## src/rtl/rc4_pkg.sv

```systemverilog
// rc4_pkg: types and constants shared by the RC4 KSA swap engine and the later PRGA/decrypt block.
//   byte_t      - one S-box entry / key byte
//   S_SIZE      - number of S-box entries
//   ksa_state_t - controller state encoding
package rc4_pkg;
    typedef logic [7:0] byte_t;
    localparam int S_SIZE = 256;
    typedef enum logic [2:0] {IDLE, RD_I, CALC, RD_J, WR_I, WR_J, DONE} ksa_state_t;
endpackage

```

## src/rtl/key_schedule_swap.sv

```systemverilog
// key_schedule_swap: RC4 key-scheduling swap engine over a single-port s_memory.
// Ports:
//   clk     - rising-edge clock
//   reset_n - asynchronous active-low reset
//   start   - one-cycle run request, sampled in IDLE/DONE only
//   key     - secret key, byte 0 in the top 8 bits
//   address - s_memory address (registered)
//   data    - s_memory write data (registered)
//   wren    - s_memory write enable (registered)
//   q       - s_memory read data
//   busy    - this block owns the s_memory port
//   done    - level, set after the last swap until the next accepted start
module key_schedule_swap
    import rc4_pkg::*;
#(
    parameter int KEY_BYTES = 3,
    parameter int RD_WAIT   = 2
) (
    input  logic                   clk,
    input  logic                   reset_n,
    input  logic                   start,
    input  logic [8*KEY_BYTES-1:0] key,
    output byte_t                  address,
    output byte_t                  data,
    output logic                   wren,
    input  byte_t                  q,
    output logic                   busy,
    output logic                   done
);
    localparam int CW = $clog2(RD_WAIT + 1);
    localparam int KW = (KEY_BYTES > 1) ? $clog2(KEY_BYTES) : 1;

    ksa_state_t    state_q;
    byte_t         i_q, j_q, si_q, addr_q, data_q;
    byte_t         key_byte, j_d;
    logic [KW-1:0] k_q;
    logic [CW-1:0] wait_q;
    logic          wren_q, busy_q, done_q;
    logic          rd_last;

    assign key_byte = key[8*(KEY_BYTES-1-int'(k_q)) +: 8];
    assign j_d      = j_q + si_q + key_byte;
    assign rd_last  = wait_q == CW'(RD_WAIT - 1);

    assign address = addr_q;
    assign data    = data_q;
    assign wren    = wren_q;
    assign busy    = busy_q;
    assign done    = done_q;

    // data_q also serves as the S[j] latch: it is loaded from q at the end of RD_J
    // and presented unchanged during WR_I.
    always_ff @(posedge clk or negedge reset_n) begin
        if (!reset_n) begin
            state_q <= IDLE;
            i_q     <= '0;
            j_q     <= '0;
            k_q     <= '0;
            si_q    <= '0;
            wait_q  <= '0;
            addr_q  <= '0;
            data_q  <= '0;
            wren_q  <= 1'b0;
            busy_q  <= 1'b0;
            done_q  <= 1'b0;
        end else begin
            case (state_q)
                IDLE, DONE: if (start) begin
                    state_q <= RD_I;
                    i_q     <= '0;
                    j_q     <= '0;
                    k_q     <= '0;
                    wait_q  <= '0;
                    addr_q  <= '0;
                    busy_q  <= 1'b1;
                    done_q  <= 1'b0;
                end
                RD_I: begin
                    wait_q <= rd_last ? '0 : wait_q + 1'b1;
                    if (rd_last) begin
                        si_q    <= q;
                        state_q <= CALC;
                    end
                end
                CALC: begin
                    j_q     <= j_d;
                    addr_q  <= j_d;
                    state_q <= RD_J;
                end
                RD_J: begin
                    wait_q <= rd_last ? '0 : wait_q + 1'b1;
                    if (rd_last) begin
                        addr_q  <= i_q;
                        data_q  <= q;
                        wren_q  <= 1'b1;
                        state_q <= WR_I;
                    end
                end
                WR_I: begin
                    addr_q  <= j_q;
                    data_q  <= si_q;
                    state_q <= WR_J;
                end
                WR_J: begin
                    wren_q <= 1'b0;
                    if (i_q == byte_t'(S_SIZE - 1)) begin
                        state_q <= DONE;
                        addr_q  <= '0;
                        busy_q  <= 1'b0;
                        done_q  <= 1'b1;
                    end else begin
                        i_q     <= i_q + 8'd1;
                        addr_q  <= i_q + 8'd1;
                        k_q     <= (k_q == KW'(KEY_BYTES - 1)) ? '0 : k_q + 1'b1;
                        state_q <= RD_I;
                    end
                end
                default: state_q <= IDLE;
            endcase
        end
    end
endmodule

```

## config.mk

```make
export PLATFORM = sky130hd
export DESIGN_NAME = key_schedule_swap
export DESIGN_NICKNAME = d
export VERILOG_FILES = /design/src/rtl/rc4_pkg.sv /design/src/rtl/key_schedule_swap.sv
export SDC_FILE = /design/constraint.sdc
export NUM_CORES = 1
export LEC_CHECK = 0
export ABC_AREA = 1
export CORE_MARGIN = 2
export CORE_UTILIZATION = 50
export CTS_BUF_LIST = sky130_fd_sc_hd__clkbuf_8
export DETAILED_ROUTE_END_ITERATION = 10
export PLACE_DENSITY = 0.86
export RECOVER_POWER = 25
export SYNTH_ARGS = -nofsm -noshare
export SYNTH_HDL_FRONTEND = slang
export SYNTH_SLANG_ARGS = --single-unit
export TNS_END_PERCENT = 1
```

## constraint.sdc

```tcl
create_clock -name clk -period 3.95 [get_ports clk]
set_input_delay 0.395 -clock clk [delete_from_list [all_inputs] [get_ports clk]]
set_output_delay 0.395 -clock clk [all_outputs]
set_load 0.005 [all_outputs]
```

# --- Word level (Yosys, flattened, before mapping) ---
# Cells that the tools add are included.
totals:
  out_inout_bits: 19
  ff_bits: 50
classes:
  mux: 28
  reduce_logical: 18
  n_addsub: 6
  eq_ne: 14
  n_shift: 1
op_table:
  columns: ["op", "n"]
  rows:
  - ["$pmux 8 s2", 3]
  - ["$mux 8", 5]
  - ["$pmux 8 s5", 1]
  - ["$shiftx 24x6->8", 1]
  - ["$pmux 3 s6", 1]
  - ["$add 8x8->8", 2]
  - ["$mux 3", 4]
  - ["$reduce_and 3->1", 4]
  - ["$ne 2x2->1 const B", 5]
  - ["$reduce_and 2->1", 5]
  - ["$reduce_bool 2->1", 5]
  - ["$eq 3x3->1 const B", 3]
  - ["$add 8x1->8 const B", 1]
  - ["$eq 8x8->1 const B", 1]
  - ["$mux 2", 4]
  - ["$pmux 2 s2", 2]
  - ["$eq 3x2->1 const B", 2]
  - ["$pmux 1 s2", 3]
  - ["$mux 1", 5]
  - ["$reduce_bool 5->1", 1]
  - ["$add 2x1->2 const B", 2]
  - ["$reduce_or 2->1", 2]
  - ["$eq 3x1->1 const B", 1]
  - ["$logic_not 3->1", 1]
  - ["other kinds (3)", 3]

# --- Longest topological paths before layout ---
# Gate-level depths: netlist (run 1).
depth:
  ltp_word: 4
  depth_mapped: 20

# --- Least setup slack after synthesis (run 1) ---
# Ideal clock, no wire load.
synth_timing:
  path_type: "flip-flop to flip-flop"
  start: "register k_q[0]"
  end: "register addr_q[5], in the netlist address[5]"
  required_time_ps: 3833
  stages_incl_launch_ff: 18
  t_arrival_ps: 3247
  period_less_slack_ps: 3364
  slack_ps: 586
  setup_ps: 117
  path_cell_list: "dfrtp_1 > inv_1 > clkbuf_1 > ha_1 > clkbuf_1 > inv_1 > a21oi_1 > o221ai_1 > fa_1 > inv_1 > ha_1 > fa_1 > inv_1 > o21ai_0 > o21ai_0 > nand4_1 > nand2_1 > nand2_1"
synth_via:
  elab_chain_cells: 4
synth_rtl:
  columns: ["item", "line_no", "rtl"]
  rows:
  - ["start: declaration", "key_schedule_swap.sv:36", "logic [KW-1:0] k_q;"]
  - ["start signal: assignment", "key_schedule_swap.sv:114", "k_q <= (k_q == KW'(KEY_BYTES - 1)) ? '0 : k_q + 1'b1;"]
  - ["$sub 2x2->3", "key_schedule_swap.sv:41", "assign key_byte = key[8*(KEY_BYTES-1-int'(k_q)) +: 8];"]
  - ["$shiftx 24x6->8", "key_schedule_swap.sv:41", null]
  - ["$add 8x8->8", "key_schedule_swap.sv:42", "assign j_d = j_q + si_q + key_byte;"]
  - ["$pmux 8 s5", "key_schedule_swap.sv:67", "case (state_q)"]
  - ["end signal: assignment", "key_schedule_swap.sv:87", "addr_q <= j_d;"]
  - ["end signal: assignment", "key_schedule_swap.sv:93", "addr_q <= i_q;"]
  - ["end signal: assignment", "key_schedule_swap.sv:100", "addr_q <= j_q;"]
  - ["end: declaration", "key_schedule_swap.sv:34", "byte_t i_q, j_q, si_q, addr_q, data_q;"]
# No other way between the ends.
# A chain may end at the register's enable or synchronous reset.

# --- Final worst setup path (run 1) ---
# Same ends and word-level chain as after synthesis.

==> results of run 1 <==
[area by class of cell]
cell class                      count  area share (%)
Multi-Input combinational cell    271           40.32
Clock buffer                        5           1.854
Inverter                           60           6.069
Sequential cell                    50           33.72
Clock inverter                      3           1.180
Timing Repair Buffer               54           14.33
Tap cell                           75           2.529
[flip-flops by register name, indices dropped and copies added, names as in the netlist]
| name | flops |
|---|---|
| address | 8 |
| data | 8 |
| i_q | 8 |
| j_q | 8 |
| si_q | 8 |
| state_q | 3 |
| k_q | 2 |
| wait_q | 2 |
| busy | 1 |
| done | 1 |
| wren | 1 |
[layout by cell type, fill, tap and decap left out, drive strengths merged, types with 2 or more instances in the layout]
master           n
o21ai           38
nand3           19
dfrtp           50
a21oi           20
a31oi            9
ha              10
clkbuf           6
nand2          100
o31ai            2
fa               8
clkdlybuf4s50   52
a31o             2
nor2            35
nand4            4
mux2             2
o22ai            6
nor3             8
inv             61
[final timing paths]
check	from	endpoint	slack, ns
worst max-delay path	k_q[0]$_DFFE_PN0P_	address[5]$_DFFE_PN0P_	0.39
worst min-delay path	wren$_DFFE_PN0P_	wren$_DFFE_PN0P_	0.49
worst max register to register	k_q[0]$_DFFE_PN0P_	address[5]$_DFFE_PN0P_	0.39
worst min register to register	wren$_DFFE_PN0P_	wren$_DFFE_PN0P_	0.49
max in group asynchronous	reset_n	j_q[3]$_DFFE_PN0P_	1.53
min in group asynchronous	reset_n	state_q[1]$_DFFE_PN0P_	0.92
[worst max-delay path, cell delays in order, from the launching register on]
cell and delay [ns]:
dfrtp_1 0.49, inv_1 0.25, ha_1 0.51, inv_1 0.07
a21oi_1 0.14, o221ai_1 0.15, fa_1 0.51, inv_1 0.04
ha_1 0.23, fa_1 0.41, inv_1 0.09, o21ai_0 0.11
o21ai_0 0.24, nand4_1 0.12, nand2_1 0.07, nand2_1 0.04
[cells by family after synthesis]
group / after synthesis
AO/OA/AOI/OAI: 82
XOR/XNOR: 1
adder cells (fa/ha/maj): 18
buffers and inverters: 67
flip-flops: 50
multiplexers: 2
AND/OR/NAND/NOR: 168
[metal layers]
metal | GRT usage [%] | vias up
li1 | - | 1372
met1 | 30.95 | 1353
met2 | 40.74 | 128
met3 | 4.066 | 18
met4 | 12.03 | 0
met5 | 0 | -
[power groups by stage]
stage / combinational (mW) / sequential, mW / clock (mW)
3_5_place_dp: 1.85 / 0.813 / 0
6_report: 1.89 / 0.806 / 0.369
4_1_cts: 1.87 / 0.803 / 0.369
3_3_place_gp: 1.77 / 0.803 / 0
2_1_floorplan: 1.35 / 0.791 / 0
5_1_grt: 2.17 / 0.823 / 0.396
[per-stage QoR]
step / cell area [µm²] / utilization [%] / hold WS, ns / setup slack (ns) / total power [mW]
after global placement: 3600 / 61.53 / 0.4573 / 0.5769 / 2.570
after detailed placement: 3600 / 61.53 / 0.4644 / 0.4225 / 2.663
after global routing: 3711 / 63.43 / 0.5047 / 0.08896 / 3.391
after CTS: 3712 / 63.45 / 0.3403 / 0.4070 / 3.037
final: 3711 / 63.43 / 0.4875 / 0.3888 / 3.062
after floorplan: 3007 / - / 0.09941 / 0.5864 / 2.138
==> metrics.txt, run 1 <==
Hold Path Class=flip-flop to flip-flop; die height=81.55 µm; I/O pin count=54; GRT overflow=0; synth unique cells=34; Internal=around 1.6 mW; adder-cell share of the synthesized area=9.488%; failing checks=max-capacitance violations, max-slew violations; htree depth=2; GRT Overall Usage=24.48%; Clk Latency, worst-skew pair=0.31 ns; crit end category=flip-flop; xor/xnor share of the synthesized area=0.2913%; RSZ-0062 raised after global routing=false; TNS Setup=0 ns; CTS Root Cell=clkbuf_8; Layout area overhead=23.43%; DP HPWL=5.777 mm; CTS Sinks=50; Residual DRC=0; post-synth top area share=41.61%; Reg clk slew, reported paths=0.10 ns; IO buf count=53; relative slew slack=-77.60%; postcts setup bufs=0; Worst EP required=4.17 ns; Post-Route WL=7.492 mm; clk_skew=0.01198 ns; layout cells sized above 1=5.643%; Comb pwr share=61.6%; Pwr per Cell Area=825.2 nW/µm²; Detailed Routing Iterations Pass 1=5; area of the multi-input gates=1496 µm²; nets@finish=495; synth cell count leaders=nand2_1 (98), inv_1 (57), dfrtp_1 (50); cell leakage power=1.798 nW; Slew @ Worst Pin=2.664 ns; Post-Syn Area=about 3000 µm²; Final Max Tran Viols=51; Post-synth EDFFs=0; CTS Buf Count=5; largest net degree at the start of global routing=51; R2R cell count=15; Inst Count DP=between 500 and 600; vias in the first global route=between 2000 and 3000; met2 routed WL=3.653 mm; CTS tree=yes; Avg Cell Area, Syn=a little under 8 µm²; largest cells by area after synthesis=dfrtp_1 (42%), nand2_1 (12%), inv_1 (7.1%); wire length on met3=about 480 µm; achievable frequency=around 280 MHz; placeable core area=5851 µm²; first-pass GRT wire length=12.33 mm; Syn Nets=441; hold buffers post-CTS=0; DR WL/cell=14.46 µm; FF/Latch Area=1251 µm²; YS warnings=0; initial antenna violation count=0; synthesized instance count=between 300 and 400; peak supply drop=approximately 0.43 mV; ant diodes=0; post-synthesis mux area share=0.7491%; Starting Density=51.39%; max_cap viols=1; vias=between 2000 and 3000; post-route minimum period=3.561 ns; Final period util=90.16%; hold depth=2; CP Launch Type=flip-flop; crit-path max FO=14; Die W=81.55 µm; Synth Area in Simple Gates=24.01%; Total Die Area=6650 µm²; antenna-violating nets left=0; Post-CTS Resized=0; Longest Clk Path Bufs=2; critical path class=flip-flop to flip-flop; final hold vios=0; main combinational cell family by area after synthesis=simple AND/OR/NAND/NOR gates; FP Rows=28; WP data arrival=about 3.8 ns; count leader, synth=nand2_1; via-per-instance ratio=5.542; Top Metal Used=met4; Setup Viol. Count Final=0; Non-Filler Instances=about 520; Clk pwr share=between 10% and 20%; cell type with the largest total area after synthesis=dfrtp_1; Compound-Gate Fraction of Synth Area=15.23%; main flop type after synthesis=dfrtp_1; register share of total power=26.3%; Final GP Congestion=between 0.9 and 1; 1st-iter DRT viols=244; switching share of power=48.07%; #FFs+latches synth=50; Seq/Total Area, Yosys=41.61%; Async S/R FF share, synth=100.0%; Fillers=503; NetSw=1.472 mW; status=finished, violations left; met1 WL=3.124 mm
Note: power is estimated with default switching activity, not from simulation.
==> run 2: changes to the inputs <==
--- a/config.mk
+++ b/config.mk
@@ -6,7 +6,8 @@
 export NUM_CORES = 1
 export LEC_CHECK = 0
 export ABC_AREA = 1
-export CORE_MARGIN = 2
+export CAP_MARGIN = 20
+export CORE_MARGIN = 4
 export CORE_UTILIZATION = 50
 export CTS_BUF_LIST = sky130_fd_sc_hd__clkbuf_8
 export DETAILED_ROUTE_END_ITERATION = 10
==> metrics.txt, run 2 (same netlist as run 1, synthesis figures left out) <==
relative slew slack=-81.22%; CTS tree=yes; most frequent cells in the layout=nand2_1 (98), inv_1 (57), clkdlybuf4s50_1 (52); Residual DRC=0; Hold Path Class=flip-flop to flip-flop; clk_skew=0.01260 ns; WP data arrival=around 3.8 ns; Final GP Congestion=0.9472; final worst slack=0.3416 ns; Clk pwr share=11.9%; largest net degree at the start of global routing=between 50 and 60; CTS Root Cell=clkbuf_8; Clk Latency, worst-skew pair=0.31 ns; CTS Buf Count=5; peak supply drop=0.3827 mV; CP Launch Type=flip-flop; hold buffers post-CTS=0; Slew @ Worst Pin=2.718 ns; DP HPWL=roughly 5.9 mm; R2R cell count=17; NetSw=1.489 mW; Starting Density=52.98%; Die W=85.55 µm; crit path launch=k_q[0]$_DFFE_PN0P_; failing checks=max-capacitance violations, max-slew violations; Cell Area, Placed=about 3600 µm²; status=finished, violations left; cell leakage power=1.801 nW; DR WL/cell=14.78 µm; achievable frequency=277.1 MHz; FP Rows=27; initial antenna violation count=0; Comb pwr share=slightly above 60%; Detailed Routing Iterations Pass 1=5; Inst Count DP=508; Setup Viol. Count Final=0; nets@finish=496; TNS Setup=0 ns; via-per-instance ratio=5.616; most common cell after layout, fill and taps aside=nand2_1; Internal=1.598 mW; RSZ-0062 raised after global routing=false; antenna-violating nets left=0; Final Max Tran Viols=slightly above 50; pre-CTS WS=0.3847 ns; ant diodes=0; I/O pin count=54; final hold vios=0; max_cap viols=1; crit-path max FO=14; Post-Route WL=7.628 mm; critical path class=flip-flop to flip-flop; placeable core area=around 5700 µm²; Reg2Reg Setup Slack=0.34 ns; Tot Pwr=3.087 mW; worst setup path endpoint=address[7]$_DFFE_PN0P_; Crit Reg-Reg Startpoint=k_q[0]$_DFFE_PN0P_; Non-Filler Instances=516; register share of total power=about a quarter; Reg clk slew, reported paths=roughly 0.1 ns; CTS Sinks=50; Layout area overhead=23.55%; Total Die Area=between 7000 and 8000 µm²; die height=85.55 µm; switching share of power=48.22%; first-pass GRT wire length=13.01 mm; postcts setup bufs=0; layout cells sized above 1=6.081%; reg2reg end=address[7]$_DFFE_PN0P_; crit end category=flip-flop; GRT Overall Usage=approximately 22%; Worst EP required=4.16 ns; htree depth=2; GRT overflow=0; Pwr per Cell Area=slightly above 800 nW/µm²; vias=2898; Final period util=roughly 91%; fin area=~3700 µm²; IO buf count=53; post-route minimum period=3.608 ns; Longest Clk Path Bufs=2; vias in the first global route=2790; 1st-iter DRT viols=283
[run 2: worst min-delay path by stage]
stage / from / end / slack, ns / depth (start not counted)
after floorplan: reset_n / address[0]$_DFFE_PN0P_ / 0.1 / 0
after global placement: wren$_DFFE_PN0P_ / wren$_DFFE_PN0P_ / 0.46 / 2
after detailed placement: wren$_DFFE_PN0P_ / wren$_DFFE_PN0P_ / 0.46 / 2
after CTS: reset_n / i_q[5]$_DFFE_PN0P_ / 0.20 / 2
after global routing: address[2]$_DFFE_PN0P_ / address[2]$_DFFE_PN0P_ / 0.52 / 2
final: wren$_DFFE_PN0P_ / wren$_DFFE_PN0P_ / 0.48 / 2
[run 2: critical path, cell delays in order (launching register included)]
cell and delay, ns:
dfrtp_1 0.47, inv_1 0.34, ha_2 0.40, nor2_1 0.25, nand2_1 0.09, o21ai_0 0.13
nand2_1 0.11, fa_1 0.48, inv_1 0.04, ha_1 0.34, a21oi_1 0.17, o21ai_0 0.12
nor2_1 0.17, nand3_1 0.10, nand3_1 0.13, nand2_1 0.07, nand2_1 0.06, nand2_1 0.05
[run 2: stage by stage]
| stage | util (%) | hold slack, ns |
|---|---|---|
| after floorplan | - | 0.09941 |
| after global placement | 63.49 | 0.4570 |
| after detailed placement | 63.49 | 0.4614 |
| after CTS | 65.48 | 0.2046 |
| after global routing | 65.45 | 0.5221 |
| final | 65.45 | 0.4837 |
[run 2: area by class of cell]
type	count	area [µm²]
fill	497	1961
multi-input combinational	271	1499
sequential	50	1251
timing repair buffer	55	536.8
inverter	60	225.2
tap	72	90.09
clock buffer	5	68.82
clock inverter	3	43.79
[run 2: timing repair]
item,4_1_cts,5_1_grt
gates resized for setup,0,1
setup endpoints to repair,0,2
endpoints found under the hold margin,0,0
[run 2: per-layer routing]
layer,vias to the layer above,track usage [%],share of wire (%)
met5,-,0,0
met4,0,6.906,2.7
met3,18,4.611,7.3
met2,140,37.57,48
met1,1372,27.98,42
li1,1368,-,-
[run 2: power by group through the flow]
stage	combinational, mW	sequential (mW)	clock (mW)
4_1_cts	1.90	0.805	0.371
3_5_place_dp	1.88	0.813	0
3_3_place_gp	1.77	0.803	0
2_1_floorplan	1.35	0.791	0
5_1_grt	2.19	0.829	0.396
6_report	1.91	0.804	0.368
==> run 3: changes to the inputs <==
--- a/config.mk
+++ b/config.mk
@@ -7,9 +7,10 @@
 export LEC_CHECK = 0
 export ABC_AREA = 1
 export CAP_MARGIN = 20
-export CORE_MARGIN = 4
+export CORE_MARGIN = 2
 export CORE_UTILIZATION = 50
 export CTS_BUF_LIST = sky130_fd_sc_hd__clkbuf_8
+export CTS_CLUSTER_SIZE = 14
 export DETAILED_ROUTE_END_ITERATION = 10
 export PLACE_DENSITY = 0.86
 export RECOVER_POWER = 25
==> metrics.txt, run 3 (same netlist as run 1, synthesis figures left out) <==
Comb pwr share=61.6%; NetSw=1.469 mW; pre-CTS WS=0.4225 ns; Reg clk slew, reported paths=roughly 0.1 ns; DR WL/cell=14.36 µm; Longest Clk Path Bufs=2; vias=between 2000 and 3000; Clk pwr share=12.0%; antenna-violating nets left=0; relative slew slack=-43.73%; Inst Count DP=about 500; achievable frequency=280.7 MHz; layout cells sized above 1=5.618%; Layout area overhead=23.89%; Cell Area, Placed=around 3600 µm²; most common cell after layout, fill and taps aside=nand2_1; die height=slightly above 80 µm; max_cap viols=1; Hold Path Class=flip-flop to flip-flop; DP HPWL=about 5.8 mm; cell leakage power=1.803 nW; Final period util=90.18%; crit end category=flip-flop; placeable core area=5851 µm²; CP Launch Type=flip-flop; Pwr per Cell Area=just over 800 nW/µm²; reg2reg end=address[5]$_DFFE_PN0P_; Starting Density=51.39%; via-per-instance ratio=5.492; final hold vios=0; most frequent cells in the layout=nand2_1 (98), inv_1 (57), clkdlybuf4s50_1 (52); hold depth=2; Clk Latency, worst-skew pair=0.31 ns; WP data arrival=3.77 ns; first-pass GRT wire length=12.33 mm; I/O pin count=54; RSZ-0062 raised after global routing=false; GRT overflow=0; CTS Sinks=50; Setup Viol. Count Final=0; CTS Buf Count=5; Detailed Routing Iterations Pass 1=5; fin area=3725 µm²; Hold Slack=between 0.4 and 0.5 ns; Worst EP required=4.16 ns; Post-Route WL=7.468 mm; initial antenna violation count=0; switching share of power=48.01%; IO buf count=between 50 and 60; htree depth=2; register share of total power=26.3%; Residual DRC=0; Crit Reg-Reg Startpoint=k_q[0]$_DFFE_PN0P_; Die W=81.55 µm; largest net degree at the start of global routing=51; status=finished, violations left; final worst slack=between 0.3 and 0.4 ns; Reg2Reg Setup Slack=roughly 0.39 ns; Internal=approximately 1.6 mW; crit-path max FO=14; clk_skew=between 0.01 and 0.015 ns; GRT Overall Usage=24.48%; Final GP Congestion=approximately 0.93; nets@finish=497; TNS Setup=0 ns; failing checks=max-capacitance violations, max-slew violations; HP Start=wren$_DFFE_PN0P_; 1st-iter DRT viols=250; ant diodes=0; peak supply drop=roughly 0.43 mV; R2R cell count=15; Final Max Tran Viols=just over 40; FP Rows=28; post-route minimum period=3.562 ns; vias in the first global route=between 2000 and 3000; Worst Hold Path EP=wren$_DFFE_PN0P_; CTS Root Cell=clkbuf_8; critical path class=flip-flop to flip-flop; CTS tree=yes; Non-Filler Instances=520; Total Die Area=6650 µm²; Slew @ Worst Pin=2.156 ns
[run 3: cell types whose count changed in the layout (fill, tap and decap cells not counted), sizes merged]
cell         previous run  this run
buf                     2         1
clkbuf                  6         7
dlygate4sd3             0         1
[run 3: metrics by stage]
stage          power [mW]  utilization [%]
2_1_floorplan       2.138                -
3_3_place_gp        2.570            61.53
3_5_place_dp        2.663            61.53
4_1_cts             3.037            63.45
5_1_grt             3.392            63.67
6_report            3.059            63.67
[run 3: cell type report]
cell class | count | area (µm²)
tap | 75 | 93.84
inverter | 60 | 225.2
clock buffer | 5 | 68.82
multi-input combinational | 271 | 1496
fill | 506 | 2126
sequential | 50 | 1251
timing repair buffer | 56 | 545.5
clock inverter | 3 | 43.79
[run 3: worst max path at each step]
stage	slack, ns	to	depth (start not counted)	start
5_1_grt	0.09	address[7]$_DFFE_PN0P_	17	k_q[0]$_DFFE_PN0P_
3_5_place_dp	0.42	address[5]$_DFFE_PN0P_	15	k_q[0]$_DFFE_PN0P_
2_1_floorplan	0.59	address[5]$_DFFE_PN0P_	17	k_q[0]$_DFFE_PN0P_
6_report	0.39	address[5]$_DFFE_PN0P_	15	k_q[0]$_DFFE_PN0P_
4_1_cts	0.41	address[5]$_DFFE_PN0P_	15	k_q[0]$_DFFE_PN0P_
3_3_place_gp	0.58	address[5]$_DFFE_PN0P_	15	k_q[0]$_DFFE_PN0P_
[run 3: power groups by stage]
stage | Sequential [mW] | Clock (mW) | Combinational (mW)
after global routing | 0.823 | 0.396 | 2.17
after floorplan | 0.791 | 0 | 1.35
after CTS | 0.803 | 0.369 | 1.87
after detailed placement | 0.813 | 0 | 1.85
after global placement | 0.803 | 0 | 1.77
final | 0.805 | 0.368 | 1.89
[run 3: what timing repair did]
item,in CTS,in global routing
hold endpoints to repair,0,10
hold buffers,0,1
resized for setup,0,0
buffers inserted,0,0
[run 3: worst max-delay path: stages, from the launching register on]
cell and delay (ns):
dfrtp_1 0.49, inv_1 0.25, ha_1 0.52, inv_1 0.07, a21oi_1 0.14, o221ai_1 0.15
fa_1 0.51, inv_1 0.04, ha_1 0.23, fa_1 0.41, inv_1 0.09, o21ai_0 0.11
o21ai_0 0.24, nand4_1 0.12, nand2_1 0.07, nand2_1 0.04
[run 3: layer usage]
metal	global-route usage, %	vias up	share of wire (%)
met5	0	-	0
met4	12.03	0	2.8
met3	4.066	14	6.4
met2	40.74	126	49
met1	30.95	1338	42
li1	-	1378	-
